## src/rtl/desloc_multiciclo.sv

```systemverilog
// Multi-cycle shifter: shifts or rotates the operand one bit position per clock
// and pulses done when the result in resultado is final.
module desloc_multiciclo #(
    parameter int LARGURA    = 32,
    parameter int LARG_SHAMT = 5
) (
    input  logic                  clk,
    input  logic                  reset_n,
    input  logic                  start,
    input  logic [2:0]            op,
    input  logic [LARGURA-1:0]    dado_in,
    input  logic [LARG_SHAMT-1:0] shamt,
    output logic [LARGURA-1:0]    resultado,
    output logic                  busy,
    output logic                  done
);

    localparam logic [2:0] OP_SLL = 3'b001;
    localparam logic [2:0] OP_SRL = 3'b010;
    localparam logic [2:0] OP_SRA = 3'b011;
    localparam logic [2:0] OP_ROR = 3'b100;
    localparam logic [2:0] OP_ROL = 3'b101;

    typedef enum logic [1:0] {
        OCIOSO     = 2'd0,
        DESLOCANDO = 2'd1,
        CONCLUIDO  = 2'd2
    } estado_t;

    estado_t               state_reg, state_next;
    logic [LARGURA-1:0]    acc_reg, acc_next;
    logic [LARG_SHAMT-1:0] cont_reg, cont_next;
    logic [2:0]            op_reg, op_next;

    logic [LARGURA-1:0] sll_v, srl_v, sra_v, ror_v, rol_v;
    logic               pass;

    // Single-step versions of acc for every operation; the edge bits differ per op.
    generate
        for (genvar gi = 0; gi < LARGURA; gi++) begin : g_passo
            if (gi == 0) begin : g_lsb
                assign sll_v[gi] = 1'b0;
                assign rol_v[gi] = acc_reg[LARGURA-1];
            end else begin : g_lsb_n
                assign sll_v[gi] = acc_reg[gi-1];
                assign rol_v[gi] = acc_reg[gi-1];
            end
            if (gi == LARGURA-1) begin : g_msb
                assign srl_v[gi] = 1'b0;
                assign sra_v[gi] = acc_reg[gi];
                assign ror_v[gi] = acc_reg[0];
            end else begin : g_msb_n
                assign srl_v[gi] = acc_reg[gi+1];
                assign sra_v[gi] = acc_reg[gi+1];
                assign ror_v[gi] = acc_reg[gi+1];
            end
        end
    endgenerate

    assign pass = (op == 3'b000) || (op == 3'b110) || (op == 3'b111);

    always_comb begin
        state_next = state_reg;
        acc_next   = acc_reg;
        cont_next  = cont_reg;
        op_next    = op_reg;
        case (state_reg)
            OCIOSO, CONCLUIDO: begin
                state_next = OCIOSO;
                if (start) begin
                    acc_next   = dado_in;
                    op_next    = op;
                    cont_next  = shamt;
                    state_next = (shamt == '0 || pass) ? CONCLUIDO : DESLOCANDO;
                end
            end
            DESLOCANDO: begin
                case (op_reg)
                    OP_SLL:  acc_next = sll_v;
                    OP_SRL:  acc_next = srl_v;
                    OP_SRA:  acc_next = sra_v;
                    OP_ROR:  acc_next = ror_v;
                    OP_ROL:  acc_next = rol_v;
                    default: acc_next = acc_reg;
                endcase
                cont_next = cont_reg - LARG_SHAMT'(1);
                if (cont_reg == LARG_SHAMT'(1)) begin
                    state_next = CONCLUIDO;
                end
            end
            default: state_next = OCIOSO;
        endcase
    end

    always_ff @(posedge clk) begin
        if (!reset_n) begin
            state_reg <= OCIOSO;
            acc_reg   <= '0;
            cont_reg  <= '0;
            op_reg    <= 3'b000;
        end else begin
            state_reg <= state_next;
            acc_reg   <= acc_next;
            cont_reg  <= cont_next;
            op_reg    <= op_next;
        end
    end

    assign resultado = acc_reg;
    assign busy      = (state_reg == DESLOCANDO);
    assign done      = (state_reg == CONCLUIDO);

endmodule

```

## config.mk

```make
export PLATFORM = sky130hd
export DESIGN_NAME = desloc_multiciclo
export DESIGN_NICKNAME = d
export VERILOG_FILES = /design/src/rtl/desloc_multiciclo.sv
export SDC_FILE = /design/constraint.sdc
export NUM_CORES = 1
export LEC_CHECK = 0
export CAP_MARGIN = 40
export CORE_MARGIN = 2
export CORE_UTILIZATION = 25
export CTS_CLUSTER_DIAMETER = 40
export CTS_CLUSTER_SIZE = 14
export DETAILED_ROUTE_END_ITERATION = 10
export DONT_BUFFER_PORTS = 1
export MAX_ROUTING_LAYER = met4
export SYNTH_ARGS = -nofsm -noshare
export SYNTH_HDL_FRONTEND = slang
export SYNTH_SLANG_ARGS = --single-unit
export TNS_END_PERCENT = 20
```

## constraint.sdc

```tcl
create_clock -name clk -period 2.08 [get_ports clk]
set_clock_uncertainty 0.05 [all_clocks]
set_input_delay 0.104 -clock clk [delete_from_list [all_inputs] [get_ports clk]]
set_output_delay 0.104 -clock clk [all_outputs]
set_load 0.005 [all_outputs]
```

# Yosys cells after proc, flatten, opt, wreduce, memory -nomap -nowiden
# Cells that the tools add are included.
dict set report word_totals {
  input_bits 43
  output_inout_bits 34
  regBits 42
  word_cells 42
}
dict set report classes {
  mux 9
  n_reduce_logical 12
  addsub 1
  n_eq_ne 15
}
# operator n
set ops {}
lappend ops {{32-bit one-hot mux with 5 select lines} 1}
lappend ops {{32-bit one-hot mux with 2 select lines} 1}
lappend ops {{32-bit 2-to-1 mux} 1}
lappend ops {{3-bit equality test, second input constant} 4}
lappend ops {{5-bit one-hot mux with 2 select lines} 1}
lappend ops {{3-bit by 2-bit equality test with 1-bit output, second input constant} 2}
lappend ops {{2-bit 2-to-1 mux} 3}
lappend ops {{6-bit by 1-bit inequality test with 1-bit output, second input constant} 1}
lappend ops {{5-bit by 1-bit equality test with 1-bit output, second input constant} 1}
lappend ops {{5-bit logical NOT} 1}
lappend ops {{5-bit 2-to-1 mux} 1}
lappend ops {{5-bit by 1-bit inequality test with 1-bit output, second input constant} 1}
lappend ops {{5-bit by 1-bit subtractor with 5-bit output, second input constant} 1}
lappend ops {{2-bit inequality test, second input constant} 2}
lappend ops {{2-bit one-hot mux with 2 select lines} 1}
lappend ops {{2-bit AND reduction} 2}
lappend ops {{4-bit AND reduction} 1}
lappend ops {{3-bit by 1-bit equality test with 1-bit output, second input constant} 1}
lappend ops {{3-bit logical NOT} 1}
lappend ops {{1-bit logical OR} 3}
lappend ops {{3-bit AND reduction} 1}
lappend ops {{2-bit by 1-bit equality test with 1-bit output, second input constant} 1}
lappend ops {{2-bit equality test, second input constant} 1}
lappend ops {{2-bit logical NOT} 1}
lappend ops {{3 further kinds} 3}

# Logic depth before layout (Yosys ltp)
dict set report depth {
  ltp_word 7
  mapped_depth 7
  depth_no_buf 6
}

# Worst setup path before layout
# OpenSTA, ideal clock, no wires.
dict set report synth_timing {
  path_type {reg2reg}
  from {register op_reg[0]}
  to {register acc_reg[29] (netlist: resultado[29])}
  t_required_ps 1904
  setup_time_ps 126
  period_less_slack_ps 1469
  setup_slack_ps 611
  n_path_buf 1
  path_stages_with_launch 6
  t_arrival_ps 1293
  cell_sequence {dfxtp_1 > or3_4 > a31o_4 > buf_6 > o21ai_1 > a31oi_1}
}
dict set report synth_between {
  elab_chain_cells 3
  word_cells_on_any_way 9
  classes_between {6 x eq/ne; 2 x mux; 1 x reduce/logical}
}
# item line_no
set synth_lines {}
lappend synth_lines {{from (decl)} 33} ;# logic [2:0] op_reg, op_next;
lappend synth_lines {{from (signal assigned)} 105} ;# op_reg <= op_next;
lappend synth_lines {{3-bit equality test, or another cell as far along} 78} ;# case (op_reg)
lappend synth_lines {{32-bit one-hot mux with 5 select lines or 6-bit by 1-bit inequality test with 1-bit output (tied branches)} n/a}
lappend synth_lines {{32-bit one-hot mux with 2 select lines or 3-bit AND reduction (tied branches)} n/a}
lappend synth_lines {{to (signal assigned)} 103} ;# acc_reg <= acc_next;
lappend synth_lines {{to (decl)} 31} ;# logic [LARGURA-1:0] acc_reg, acc_next;
# Several ways; a longest one is shown, not always the timed one.
# A chain may end at the register's enable or synchronous reset.

# Final worst setup path
dict set report layout_timing {
  from {register op_reg[1]}
  to {register acc_reg[4] (netlist: resultado[4])}
}
# Same word-level chain as after synthesis.

==> key figures <==
Outcome
  – Outcome: complete, no violations

Synthesis
  – Cell taking the most area after synthesis: dfxtp_1
  – Main area contributors after synthesis: dfxtp_1 36%, o211ai_1 10%, a31oi_1 8.4%
  – Cell variety after synth: 36
  – Post-Syn Nets: around 340
  – Syn Area/Cell: 7.97 um2
  – Largest family of logic cells by synthesized area: compound AO/OA/AOI/OAI gates
  – Synth Register Bits: 42
  – Post-Synthesis Cells: 290
  – Post-synthesis cell area: 2310 um2
  – Post-Synth XOR/XNOR Area: 0%
  – Area fraction of the dominant cell type after synthesis: 36.4%
  – Register area share after synthesis: 36.4%
  – Mux contribution to synthesized area: 0%
  – Yosys Warn Count: 0
  – Adder-Cell Fraction of Synth Area: 1.08%
  – Synth Area in Compound Gates: between 30% and 40%
  – Post-Synth Simple-Gate Area: 22.0%

Placement
  – GP Congestion: 0.771
  – Pre-CTS setup slack: 0.260 ns
  – Port Buffers: 0
  – HPWL after DPL: 4.41 mm
  – DP Area: 2330 um2

Drt
  – DRC viols: 0
  – DR WL/cell: around 16 um
  – Via density: between 5 and 6
  – 1st-iter DRT viols: 67
  – Detailed Routing Iterations Pass 1: 5
  – Final WL: 6.79 mm
  – Routed via count: 2330
  – Antenna viol nets, final: 0

Global route
  – Tot GR Track Use: 14.0%
  – First-pass GRT wire length: approximately 11 mm
  – Vias in the first global route: 2158
  – Antenna violations before repair: 0
  – Largest net degree at the start of global routing: 62
  – Grt ovf: 0

Worst setup path
  – Critical path endpoint category: flop
  – Cell chain of the critical path: nor2b_2 -> nor2_2 -> buf_4 -> o211ai_1 -> a31oi_1
  – CP max stage cell: nor2_2
  – Worst endpoint required time: 2.26 ns
  – Crit-path leading delay family: simple AND/OR/NAND/NOR gates
  – Bufs and invs on worst path: 1
  – CP Launch Type: flop
  – Reg2Reg Depth: 5
  – Reg2Reg Launch Point: op_reg[1]
  – Critical R2R Capture: resultado[4]
  – Crit Path Class: reg -> reg
  – Critical Path AT: 2.01 ns
  – R2R setup slack: between 0.2 and 0.25 ns
  – CP peak stage delay: 0.50 ns
  – CP max FO: 16

Flow run
  – Max capacitance violation total: 0

Timing
  – Worst-margin pin slew: 0.646 ns
  – RSZ-0062 raised after global routing: false
  – Peak Freq: 544 MHz
  – Period utilisation layout: roughly 88%
  – # setup viols final: 0
  – Min Clock Period, post-route: 1.84 ns
  – Slew HR: 56.9%
  – Max Slew Vio Count: 0
  – Sum of negative setup slack: 0 ns
  – Fin worst setup slack: ~0.24 ns
  – Final-report hold violation count: 0

Floorplanning
  – Row count: 35
  – Die X: 100 um
  – # IOs: between 70 and 80
  – Die Footprint: about 10000 um2
  – Die height: 100 um
  – Initial core utilization: between 20% and 30%
  – CORE AREA: roughly 9000 um2

Clock tree
  – Clk_lat worst skew: 0.29 ns
  – Post-CTS Setup Bufs: 0
  – H-tree Lvls: 2
  – Clk sinks: 42
  – Clock slew at reported path FFs: approximately 0.090 ns
  – Post-CTS Resized: 0
  – Longest Clk Path Bufs: 2
  – CTS buffer count: 5
  – Clk root buf: clkbuf_8
  – CTS tree: built

Layout
  – Diodes inserted: 0
  – Layout cells sized above 1: between 6 and 7%
  – Fillcell total: between 900 and 1000
  – Largest register FFs: 32
  – Design Area, Final: about 2800 um2
  – Area Growth Syn to Fin: 22.8%
  – Nets: 361

Power and ir drop
  – Max VDD drop: 233 uV
  – Leakage power: 1.07 nW
  – Pwr/cell area: 726 nW/um2

Min path
  – Hold path depth: 2
  – Critical hold path startpoint: reset_n
  – WHS Endpoint: resultado[0]
  – Hold Crit Class: in -> reg
==> metal layers <==
layer	routed length [um]	share of wire (%)	track usage, %	vias to the layer above
met2	3300	49	23.2	85
met1	2980	44	16.9	1099
li1	-	-	-	1142
met3	461	6.8	4.11	4
met4	47	0.69	2.95	0
met5	0	0	-	-
==> layout by cell type (no fill, tap or decap), drive strengths merged <==
cell type / synthesis / layout
ha: 2 / 2
a31o: 1 / 1
nor3: 1 / 1
a21oi: 4 / 4
buf: 11 / 7
nand2b: 3 / 3
clkinv: 0 / 2
nand3: 1 / 1
a31oi: 31 / 31
nand2: 39 / 39
dlygate4sd3: 0 / 40
or3: 32 / 32
inv: 4 / 4
nand4b: 1 / 1
a221oi: 3 / 3
a22oi: 1 / 1
nor2b: 5 / 5
or4: 1 / 1
nor4b: 1 / 1
nor3b: 2 / 2
dfxtp: 42 / 42
o21ai: 36 / 36
nor2: 10 / 10
o311ai: 1 / 1
o21a: 2 / 2
o211ai: 31 / 31
a21boi: 6 / 6
o31ai: 1 / 1
clkbuf: 17 / 6
nor4: 1 / 1
==> how the worst max path moves through the flow <==
stage                     startpoint  cells after the start       endpoint
after detailed placement   op_reg[1]                      5   resultado[2]
after floorplan            op_reg[0]                      5  resultado[29]
final                      op_reg[1]                      5   resultado[4]
after global routing       op_reg[1]                      5  resultado[14]
after global placement     op_reg[2]                      5  resultado[11]
after CTS                  op_reg[1]                      5  resultado[14]
==> timing repair <==
item                       CTS  global route
hold buffers                41             0
hold endpoints to repair    42             0
setup endpoints to repair    0             0
==> worst register-to-register path, cell delays in order (launching register included) <==
cell and delay [ns]:
dfxtp_1 0.39, nor2b_2 0.19, nor2_2 0.50, buf_4 0.34
o211ai_1 0.12, a31oi_1 0.18
==> synth_stat cells (all sizes together) <==
cell and instances:
nand4b 1, nor4b 1, o31ai 1, o311ai 1
buf 11, nor4 1, nand3 1, nand2 39
inv 4, o21ai 36, o21a 2, nor2 10
nand2b 3, or3 32, a21oi 4, clkbuf 17
a31oi 31, a221oi 3, a21boi 6, nor3b 2
o211ai 31, nor3 1, dfxtp 42, a22oi 1
a31o 1, nor2b 5, or4 1, ha 2
==> metrics by stage <==
stage	hold WS [ns]	util (%)	power, mW	instances
6_report	0.0709	31.2	2.06	428
5_1_grt	0.0747	31.2	2.21	428
4_1_cts	0.0625	31.2	2.09	428
3_5_place_dp	0.188	25.6	1.47	379
3_3_place_gp	0.182	25.6	1.46	379
2_1_floorplan	0.196	-	1.39	290
==> logic make-up (layout without fill, tap and decap cells) <==
kind of cell	after synthesis	after routing
AO/OA/AOI/OAI	117	117
adder cells (fa/ha/maj)	2	2
buffers and inverters	32	59
flip-flops	42	42
AND/OR/NAND/NOR	97	97
==> area by class of cell <==
type	instances	area [um2]	share of cell area, %
Inverter	4	15.0	0.529
Clock inverter	2	13.8	0.485
Timing Repair Buffer	47	465	16.4
Sequential cell	42	841	29.6
Clock buffer	6	72.6	2.56
Multi-Input combinational cell	216	1290	45.6
Tap cell	111	139	4.89
==> power breakdown <==
group          internal (mW)  switching [mW]  total (mW)
Sequential             0.897           0.121        1.02
Combinational          0.233           0.278       0.510
Clock                  0.238           0.296       0.533
Power figures use the tool's default switching activity.
